--- config.mk ---
export PLATFORM = sky130hd
export DESIGN_NAME = trace_scheduler_flat
export DESIGN_NICKNAME = d
export VERILOG_FILES = /design/src/rtl/trace_scheduler_pkg.sv /design/src/rtl/trace_scheduler_if.sv /design/src/rtl/trace_scheduler_map_rom_arb.sv /design/src/rtl/trace_scheduler.sv /design/src/flat_wrapper.sv
export SDC_FILE = /design/constraint.sdc
export NUM_CORES = 1
export LEC_CHECK = 0
export CAP_MARGIN = 20
export CORE_UTILIZATION = 35
export DETAILED_ROUTE_END_ITERATION = 16
export HOLD_SLACK_MARGIN = 0.12
export PLACE_DENSITY_LB_ADDON = 0.15
export REMOVE_ABC_BUFFERS = 1
export SETUP_SLACK_MARGIN = 0.05
export SKIP_CTS_REPAIR_TIMING = 1
export SLEW_MARGIN = 5
export SYNTH_ARGS = -nofsm -noshare
export SYNTH_HDL_FRONTEND = slang
export SYNTH_HIERARCHICAL = 1
export SYNTH_SLANG_ARGS = --single-unit
--- constraint.sdc ---
create_clock -name clk -period 4.2 [get_ports clk]
set_input_delay 1.05 -clock clk [delete_from_list [all_inputs] [get_ports clk]]
set_output_delay 1.05 -clock clk [all_outputs]
set_load 0.02 [all_outputs]
--- src/rtl/trace_scheduler_pkg.sv ---
// trace_scheduler_pkg: shared constants and FSM encoding for the column trace scheduler.
//   NUM_COLS  columns traced per frame (buffer addresses 0..NUM_COLS-1)
//   COL_W     width of column index / buffer address
//   HEIGHT_W  wall height width
//   MAP_W     map_rom row/column address width
//   TIMEOUT   cycles a column may wait for the tracer before a forced store
package trace_scheduler_pkg;

    localparam int unsigned NUM_COLS = 640;
    localparam int unsigned COL_W    = 10;
    localparam int unsigned HEIGHT_W = 8;
    localparam int unsigned MAP_W    = 4;
    localparam int unsigned TIMEOUT  = 255;

    typedef enum logic [1:0] {
        StIdle  = 2'd0,
        StStart = 2'd1,
        StWait  = 2'd2,
        StStore = 2'd3
    } state_e;

endpackage

--- src/rtl/trace_scheduler_if.sv ---
// trace_scheduler_if: tracer job handshake plus trace_buffer write bus.
//   master (scheduler): drives col_start/col_abort/col_index and buf_*, receives col_done/side/height
//   slave  (tracer + buffer): the mirror image
interface trace_scheduler_if;
    import trace_scheduler_pkg::*;

    logic                col_start;
    logic                col_abort;
    logic [COL_W-1:0]    col_index;
    logic                col_done;
    logic                col_side;
    logic [HEIGHT_W-1:0] col_height;
    logic                buf_we;
    logic [COL_W-1:0]    buf_addr;
    logic                buf_side;
    logic [HEIGHT_W-1:0] buf_height;

    modport master (
        output col_start, col_abort, col_index, buf_we, buf_addr, buf_side, buf_height,
        input  col_done, col_side, col_height
    );

    modport slave (
        input  col_start, col_abort, col_index, buf_we, buf_addr, buf_side, buf_height,
        output col_done, col_side, col_height
    );

endinterface

--- src/rtl/trace_scheduler_map_rom_arb.sv ---
// map_rom_arb: combinational owner select for the single map_rom port.
//   visible         display active; the overlay owns the ROM
//   disp_col/row    overlay address
//   trc_req         tracer read request
//   trc_col/row     tracer address
//   map_col/row     muxed ROM address
//   trc_gnt         ROM data valid for the tracer this cycle
module map_rom_arb
    import trace_scheduler_pkg::*;
(
    input  logic             visible,
    input  logic [MAP_W-1:0] disp_col,
    input  logic [MAP_W-1:0] disp_row,
    input  logic             trc_req,
    input  logic [MAP_W-1:0] trc_col,
    input  logic [MAP_W-1:0] trc_row,
    output logic [MAP_W-1:0] map_col,
    output logic [MAP_W-1:0] map_row,
    output logic             trc_gnt
);

    always_comb begin
        map_col = visible ? disp_col : trc_col;
        map_row = visible ? disp_row : trc_row;
        trc_gnt = trc_req & ~visible;
    end

endmodule

--- src/rtl/trace_scheduler.sv ---
// trace_scheduler: runs one tracer job per screen column during vblank and stores each
// result into trace_buffer; shares map_rom between the display overlay and the tracer.
//   clk, reset            pixel clock, asynchronous active-low reset
//   vblank, visible       timing from vga_sync
//   disp_map_col/row      overlay map address
//   map_col/row           muxed map_rom address
//   trc_req/col/row/gnt   tracer map read port
//   job                   tracer handshake and trace_buffer write bus (master side)
//   busy                  FSM not idle
//   overrun               sticky: a vblank ended before the frame was fully stored
//   timeouts              saturating count of columns the tracer never answered
module trace_scheduler
    import trace_scheduler_pkg::*;
(
    input  logic                clk,
    input  logic                reset,
    input  logic                vblank,
    input  logic                visible,
    input  logic [MAP_W-1:0]    disp_map_col,
    input  logic [MAP_W-1:0]    disp_map_row,
    output logic [MAP_W-1:0]    map_col,
    output logic [MAP_W-1:0]    map_row,
    input  logic                trc_req,
    input  logic [MAP_W-1:0]    trc_col,
    input  logic [MAP_W-1:0]    trc_row,
    output logic                trc_gnt,
    trace_scheduler_if.master   job,
    output logic                busy,
    output logic                overrun,
    output logic [7:0]          timeouts
);

    state_e              state_q;
    logic                vblank_q;
    logic [COL_W-1:0]    col_q;
    logic [7:0]          tcnt_q;
    logic                side_q;
    logic [HEIGHT_W-1:0] height_q;
    logic                start_q;
    logic                abort_q;
    logic                we_q;
    logic                overrun_q;
    logic [7:0]          timeouts_q;

    map_rom_arb u_arb (
        .visible  (visible),
        .disp_col (disp_map_col),
        .disp_row (disp_map_row),
        .trc_req  (trc_req),
        .trc_col  (trc_col),
        .trc_row  (trc_row),
        .map_col  (map_col),
        .map_row  (map_row),
        .trc_gnt  (trc_gnt)
    );

    always_ff @(posedge clk or negedge reset) begin
        if (!reset) begin
            state_q    <= StIdle;
            vblank_q   <= 1'b0;
            col_q      <= '0;
            tcnt_q     <= '0;
            side_q     <= 1'b0;
            height_q   <= '0;
            start_q    <= 1'b0;
            abort_q    <= 1'b0;
            we_q       <= 1'b0;
            overrun_q  <= 1'b0;
            timeouts_q <= '0;
        end else begin
            vblank_q <= vblank;
            start_q  <= 1'b0;
            abort_q  <= 1'b0;
            we_q     <= 1'b0;
            unique case (state_q)
                StIdle: begin
                    // Only a fresh rising edge opens a frame, so a long vblank traces once.
                    if (vblank && !vblank_q) begin
                        col_q   <= '0;
                        state_q <= StStart;
                    end
                end
                StStart: begin
                    start_q <= 1'b1;
                    tcnt_q  <= '0;
                    state_q <= StWait;
                end
                StWait: begin
                    // A result arriving with the vblank fall or the timeout is still kept.
                    if (job.col_done) begin
                        side_q   <= job.col_side;
                        height_q <= job.col_height;
                        we_q     <= ~visible;
                        state_q  <= StStore;
                    end else if (!vblank) begin
                        abort_q   <= 1'b1;
                        overrun_q <= 1'b1;
                        state_q   <= StIdle;
                    end else if (tcnt_q == 8'(TIMEOUT - 1)) begin
                        // Dead column: stored as zero height so the renderer shows a gap.
                        side_q   <= 1'b0;
                        height_q <= '0;
                        we_q     <= ~visible;
                        if (timeouts_q != 8'hFF) begin
                            timeouts_q <= timeouts_q + 8'd1;
                        end
                        state_q <= StStore;
                    end else begin
                        tcnt_q <= tcnt_q + 8'd1;
                    end
                end
                StStore: begin
                    if (col_q == COL_W'(NUM_COLS - 1)) begin
                        col_q   <= '0;
                        state_q <= StIdle;
                    end else begin
                        col_q <= col_q + 1'b1;
                        if (vblank) begin
                            state_q <= StStart;
                        end else begin
                            overrun_q <= 1'b1;
                            state_q   <= StIdle;
                        end
                    end
                end
                default: state_q <= StIdle;
            endcase
        end
    end

    always_comb begin
        job.col_start  = start_q;
        job.col_abort  = abort_q;
        job.col_index  = col_q;
        job.buf_we     = we_q & ~visible;
        job.buf_addr   = col_q;
        job.buf_side   = side_q;
        job.buf_height = height_q;
        busy           = (state_q != StIdle);
        overrun        = overrun_q;
        timeouts       = timeouts_q;
    end

endmodule

--- src/flat_wrapper.sv ---
// flat-port wrapper written by rule: the top's interface ports become plain ports
module trace_scheduler_flat import trace_scheduler_pkg::*;
  (clk, reset, vblank, visible, disp_map_col, disp_map_row, map_col, map_row, trc_req, trc_col, trc_row, trc_gnt, busy, overrun, timeouts, job_col_start, job_col_abort, job_col_index, job_buf_we, job_buf_addr, job_buf_side, job_buf_height, job_col_done, job_col_side, job_col_height);
  trace_scheduler_if job_i ();
  input  logic clk;
  input  logic reset;
  input  logic vblank;
  input  logic visible;
  input  logic [MAP_W-1:0] disp_map_col;
  input  logic [MAP_W-1:0] disp_map_row;
  output logic [MAP_W-1:0] map_col;
  output logic [MAP_W-1:0] map_row;
  input  logic trc_req;
  input  logic [MAP_W-1:0] trc_col;
  input  logic [MAP_W-1:0] trc_row;
  output logic trc_gnt;
  output logic busy;
  output logic overrun;
  output logic [7:0] timeouts;
  output wire logic [$bits(job_i.col_start)-1:0] job_col_start;
  output wire logic [$bits(job_i.col_abort)-1:0] job_col_abort;
  output wire logic [$bits(job_i.col_index)-1:0] job_col_index;
  output wire logic [$bits(job_i.buf_we)-1:0] job_buf_we;
  output wire logic [$bits(job_i.buf_addr)-1:0] job_buf_addr;
  output wire logic [$bits(job_i.buf_side)-1:0] job_buf_side;
  output wire logic [$bits(job_i.buf_height)-1:0] job_buf_height;
  input wire logic [$bits(job_i.col_done)-1:0] job_col_done;
  input wire logic [$bits(job_i.col_side)-1:0] job_col_side;
  input wire logic [$bits(job_i.col_height)-1:0] job_col_height;
  assign job_col_start = job_i.col_start;
  assign job_col_abort = job_i.col_abort;
  assign job_col_index = job_i.col_index;
  assign job_buf_we = job_i.buf_we;
  assign job_buf_addr = job_i.buf_addr;
  assign job_buf_side = job_i.buf_side;
  assign job_buf_height = job_i.buf_height;
  assign job_i.col_done = job_col_done;
  assign job_i.col_side = job_col_side;
  assign job_i.col_height = job_col_height;
  trace_scheduler u_core (.clk(clk), .reset(reset), .vblank(vblank), .visible(visible), .disp_map_col(disp_map_col), .disp_map_row(disp_map_row), .map_col(map_col), .map_row(map_row), .trc_req(trc_req), .trc_col(trc_col), .trc_row(trc_row), .trc_gnt(trc_gnt), .job(job_i), .busy(busy), .overrun(overrun), .timeouts(timeouts));
endmodule
==> results.md <==
* Outcome: complete, no violations
* Vias per inst at 4.94
* Placed cell areas at 3000 um2
* Max Cap Viol at 0
* Fin nets at 311
* Portion of the post-synthesis area used by sequential elements at 47.4%
* Total number of H-tree levels at 2
* Number of global-route vias before repair at 1610
* Flop-to-flop setup slack at 2.15 ns
* Share of flip-flops with an asynchronous set or reset at 100%
* Clock skew at 0.00878 ns
* Number of port buffers at 81
* Detailed-route wire length at 4870 um
* Sw Ratio at 34.6%
* Sequential cell area in the final layout at 1050 um2
* Initial cell density of the core at 36.8%
* Data required time at the worst endpoint at 3.15 ns
* Total of fill cells in the finished design at 556
* EDFF count, synth at 0
* Most used flip-flop cell after synthesis: sky130_fd_sc_hd__dfrtp_1
* I/O pin total at 82
* First-pass GRT wire length at 7710 um
* Number of antenna cells inserted at 0
* Sum of overflow across all layers after global routing at 0
* Max-slew headroom at 39.5%
* Hold WC Path Type: register to register
* Ratio of final minimum period to clock period at 91.2%
* Number of distinct library cells after synthesis at 48
* Pin count of the biggest net entering global routing at 43
* Worst R2R End: u_core/timeouts[1]
* Number of clock sinks seen by CTS at 42
* Part of the total power dissipated in combinational logic at 39.3%
* Die Height at 81.6 um
* Setup TNS at 0 ns
* Detailed-route via count at 1739
* Average wire per standard cell at 13.8 um
* Final setup violation count at 0
* Number of instances on the worst hold path at 1
* Ratio of total power to cell area at 467 nW/um2
* Post-place setup slack at 0.353 ns
* CTS tree: yes
* Root buffer cell: sky130_fd_sc_hd__clkbuf_8
* Area growth from synthesis to layout at 40.3%
* Worst setup SP type: primary input
* Clock slew at reported path FFs at 0.08 ns
* Reg-to-Reg Start: u_core/state_q[0]
* Total net switching power at 0.000503 W
* Final critical delay including setup and external delays at 3.83 ns
* Worst Path Class, Setup: primary input to primary output
* Later-pin clock latency in the skew report at 0.29 ns
* Count of state elements after synthesis at 42
* Area of combinational cells with multiple inputs at 1030 um2
* Fin util at 51.6%
* Post-synthesis average cell area at 10.9 um2
* Static leakage at 1.37 nW
* Netlist area before placement at 2220 um2
* Number of cells on the worst reg-to-reg path at 4
* RD Place Congestion at 0.806
* Total routing usage reported by global routing at 15.2%
* Die ar. at 6650 um2
* Placeable Area at 6030 um2
* Number of remaining DRC errors at 0
* FP Rows at 28
* Startpoint of the worst hold path: u_core/overrun
* Detailed placer's ending HPWL at 3670 um
* Clock network power share at 21.4%
* Cell area after layout at 3110 um2
* RSZ-0062 raised after global routing: false
* Endpoint of the worst hold-timing path: u_core/overrun
* Worst vdd ir at 256 uV
* Maximum root-to-sink buffer count at 2
* Number of pins exceeding their max-slew limit in the final report at 0
* Share of final-layout standard cells stronger than drive strength 1 at 9.39%
* Achievable clock frequency at 261 MHz
* Crit path DAT at 2.78 ns
* Iteration count of the initial detailed-routing pass at 4
* Gate count after technology mapping at 204
* Worst Tran Pin Value at 0.908 ns
* Post-route antenna net violation count at 0
* Capturing element type of the critical path: primary output
* Power share of the sequential group at 39.3%
* Pint at 0.000949 W
* Die width at 81.6 um
* Number of buffers created by CTS at 5
* Post-layout worst setup margin at 0.368 ns
* Biggest fanout along the worst timing path at 11
* Yosys warns at 6
* Number of hold violations in the final report at 0
* Initial antenna violation count at 0
* Starting DRT DRC Count at 74
-- state kept, by name, summed over array words and instances (netlist names) --
register and count:
u_core/job.buf_addr 10, u_core/job.buf_height 8, u_core/job.buf_side 1, u_core/job.col_abort 1
u_core/job.col_start 1, u_core/overrun 1, u_core/state_q 2, u_core/tcnt_q 8
u_core/timeouts 8, u_core/vblank_q 1, u_core/we_q 1
-- worst max path at each step --
| stage | cells past startpoint | from | slack [ns] | end |
|---|---|---|---|---|
| floorplan | 4 | job_col_done | 1.73 | u_core/timeouts[1] |
| global placement | 3 | visible | 0.39 | map_row[0] |
| detailed placement | 3 | visible | 0.35 | map_row[3] |
| CTS | 3 | visible | 0.35 | map_row[3] |
| global route | 3 | visible | 0.30 | map_col[0] |
| finish | 3 | visible | 0.37 | map_row[3] |
-- cell type report --
type | count | area share [%]
clock buffers | 5 | 2.21
clock inverters | 3 | 1.29
inverters | 4 | 0.483
multi-input cells | 142 | 33.3
flip-flops and latches | 42 | 33.8
well taps | 75 | 3.02
repair buffers | 81 | 25.9
-- critical path, cell delays in order --
cell                              delay [ns]
sky130_fd_sc_hd__clkdlybuf4s50_1        0.84
sky130_fd_sc_hd__mux2_4                 0.35
sky130_fd_sc_hd__clkdlybuf4s50_1        0.54
-- power by group through the flow --
stage	Combinational [W]	Clock, W	Sequential (W)
detailed placement	0.000574	0	0.000579
CTS	0.000578	0.000323	0.000571
global route	0.000614	0.000335	0.000585
global placement	0.000573	0	0.000578
finish	0.000571	0.000311	0.000570
floorplan	0.000197	0	0.000669
-- through the flow --
step                hold WS (ns)  total power [W]  instances
detailed placement         0.451          0.00115        344
floorplan                  0.487         0.000866        188
global placement           0.438          0.00115        344
global route               0.502          0.00153        352
finish                     0.474          0.00145        352
CTS                        0.474          0.00147        352
-- metal layers --
| layer | routed length, um | share of wire, % | track usage (%) | vias up |
|---|---|---|---|---|
| li1 | - | - | - | 877 |
| met4 | 31 | 0.64 | 4.21 | 0 |
| met1 | 2310 | 47 | 20.6 | 823 |
| met2 | 2280 | 47 | 24.2 | 35 |
| met3 | 244 | 5.0 | 3.67 | 4 |
| met5 | 0 | 0 | 0 | - |
-- synthesized netlist by cell type, drive strengths merged (3+ instances only) --
cell type / number / area, um2
mux2i: 3 / 30.0
xor2: 9 / 78.8
nand3: 5 / 25.0
dfrtp: 42 / 1050
inv: 4 / 15.0
ha: 4 / 50.1
and2: 5 / 31.3
nand2: 17 / 63.8
o21ai: 7 / 35.0
buf: 14 / 108
mux2: 11 / 154
a31oi: 5 / 31.3
nor2: 12 / 47.6
nand2b: 4 / 25.0
a22o: 10 / 87.6
o211ai: 3 / 22.5
and3: 4 / 25.0
nand4: 9 / 62.6
nor3: 4 / 25.0
a21oi: 6 / 30.0
-- kinds of logic (layout without fill, tap and decap cells) --
kind of cell	after synthesis	count (layout)	share of synthesized area [%]
flip-flops	42	42	47.4
multiplexers	14	14	8.30
adder cells (fa/ha/maj)	4	4	2.26
AO/OA/AOI/OAI	38	38	11.9
buffers and inverters	20	93	5.87
XOR/XNOR	10	10	3.95
AND/OR/NAND/NOR	76	76	20.3
-- cells in the final DEF (no fill, tap or decap), types with 2 or more instances in the layout --
cell type,n
sky130_fd_sc_hd__mux2i_1,3
sky130_fd_sc_hd__o211ai_1,3
sky130_fd_sc_hd__nand2b_1,4
sky130_fd_sc_hd__nor2_1,11
sky130_fd_sc_hd__a22o_1,10
sky130_fd_sc_hd__mux2_1,2
sky130_fd_sc_hd__mux2_4,8
sky130_fd_sc_hd__clkdlybuf4s50_1,80
sky130_fd_sc_hd__o21ai_0,6
sky130_fd_sc_hd__dfrtp_1,42
sky130_fd_sc_hd__and3_1,4
sky130_fd_sc_hd__nand3_1,5
sky130_fd_sc_hd__ha_1,4
sky130_fd_sc_hd__xor2_1,9
sky130_fd_sc_hd__and4_1,2
sky130_fd_sc_hd__clkinv_2,2
sky130_fd_sc_hd__nand4_1,8
sky130_fd_sc_hd__nor3_1,3
sky130_fd_sc_hd__inv_1,4
sky130_fd_sc_hd__nor3b_1,2
sky130_fd_sc_hd__clkbuf_8,5
sky130_fd_sc_hd__a21oi_1,6
sky130_fd_sc_hd__o31ai_1,2
sky130_fd_sc_hd__or3_1,2
sky130_fd_sc_hd__nor2b_1,2
sky130_fd_sc_hd__a31oi_1,5
sky130_fd_sc_hd__nand2_1,17
sky130_fd_sc_hd__o2111ai_1,2
sky130_fd_sc_hd__and2_1,4
No activity file was read; power rests on OpenSTA's default activity.
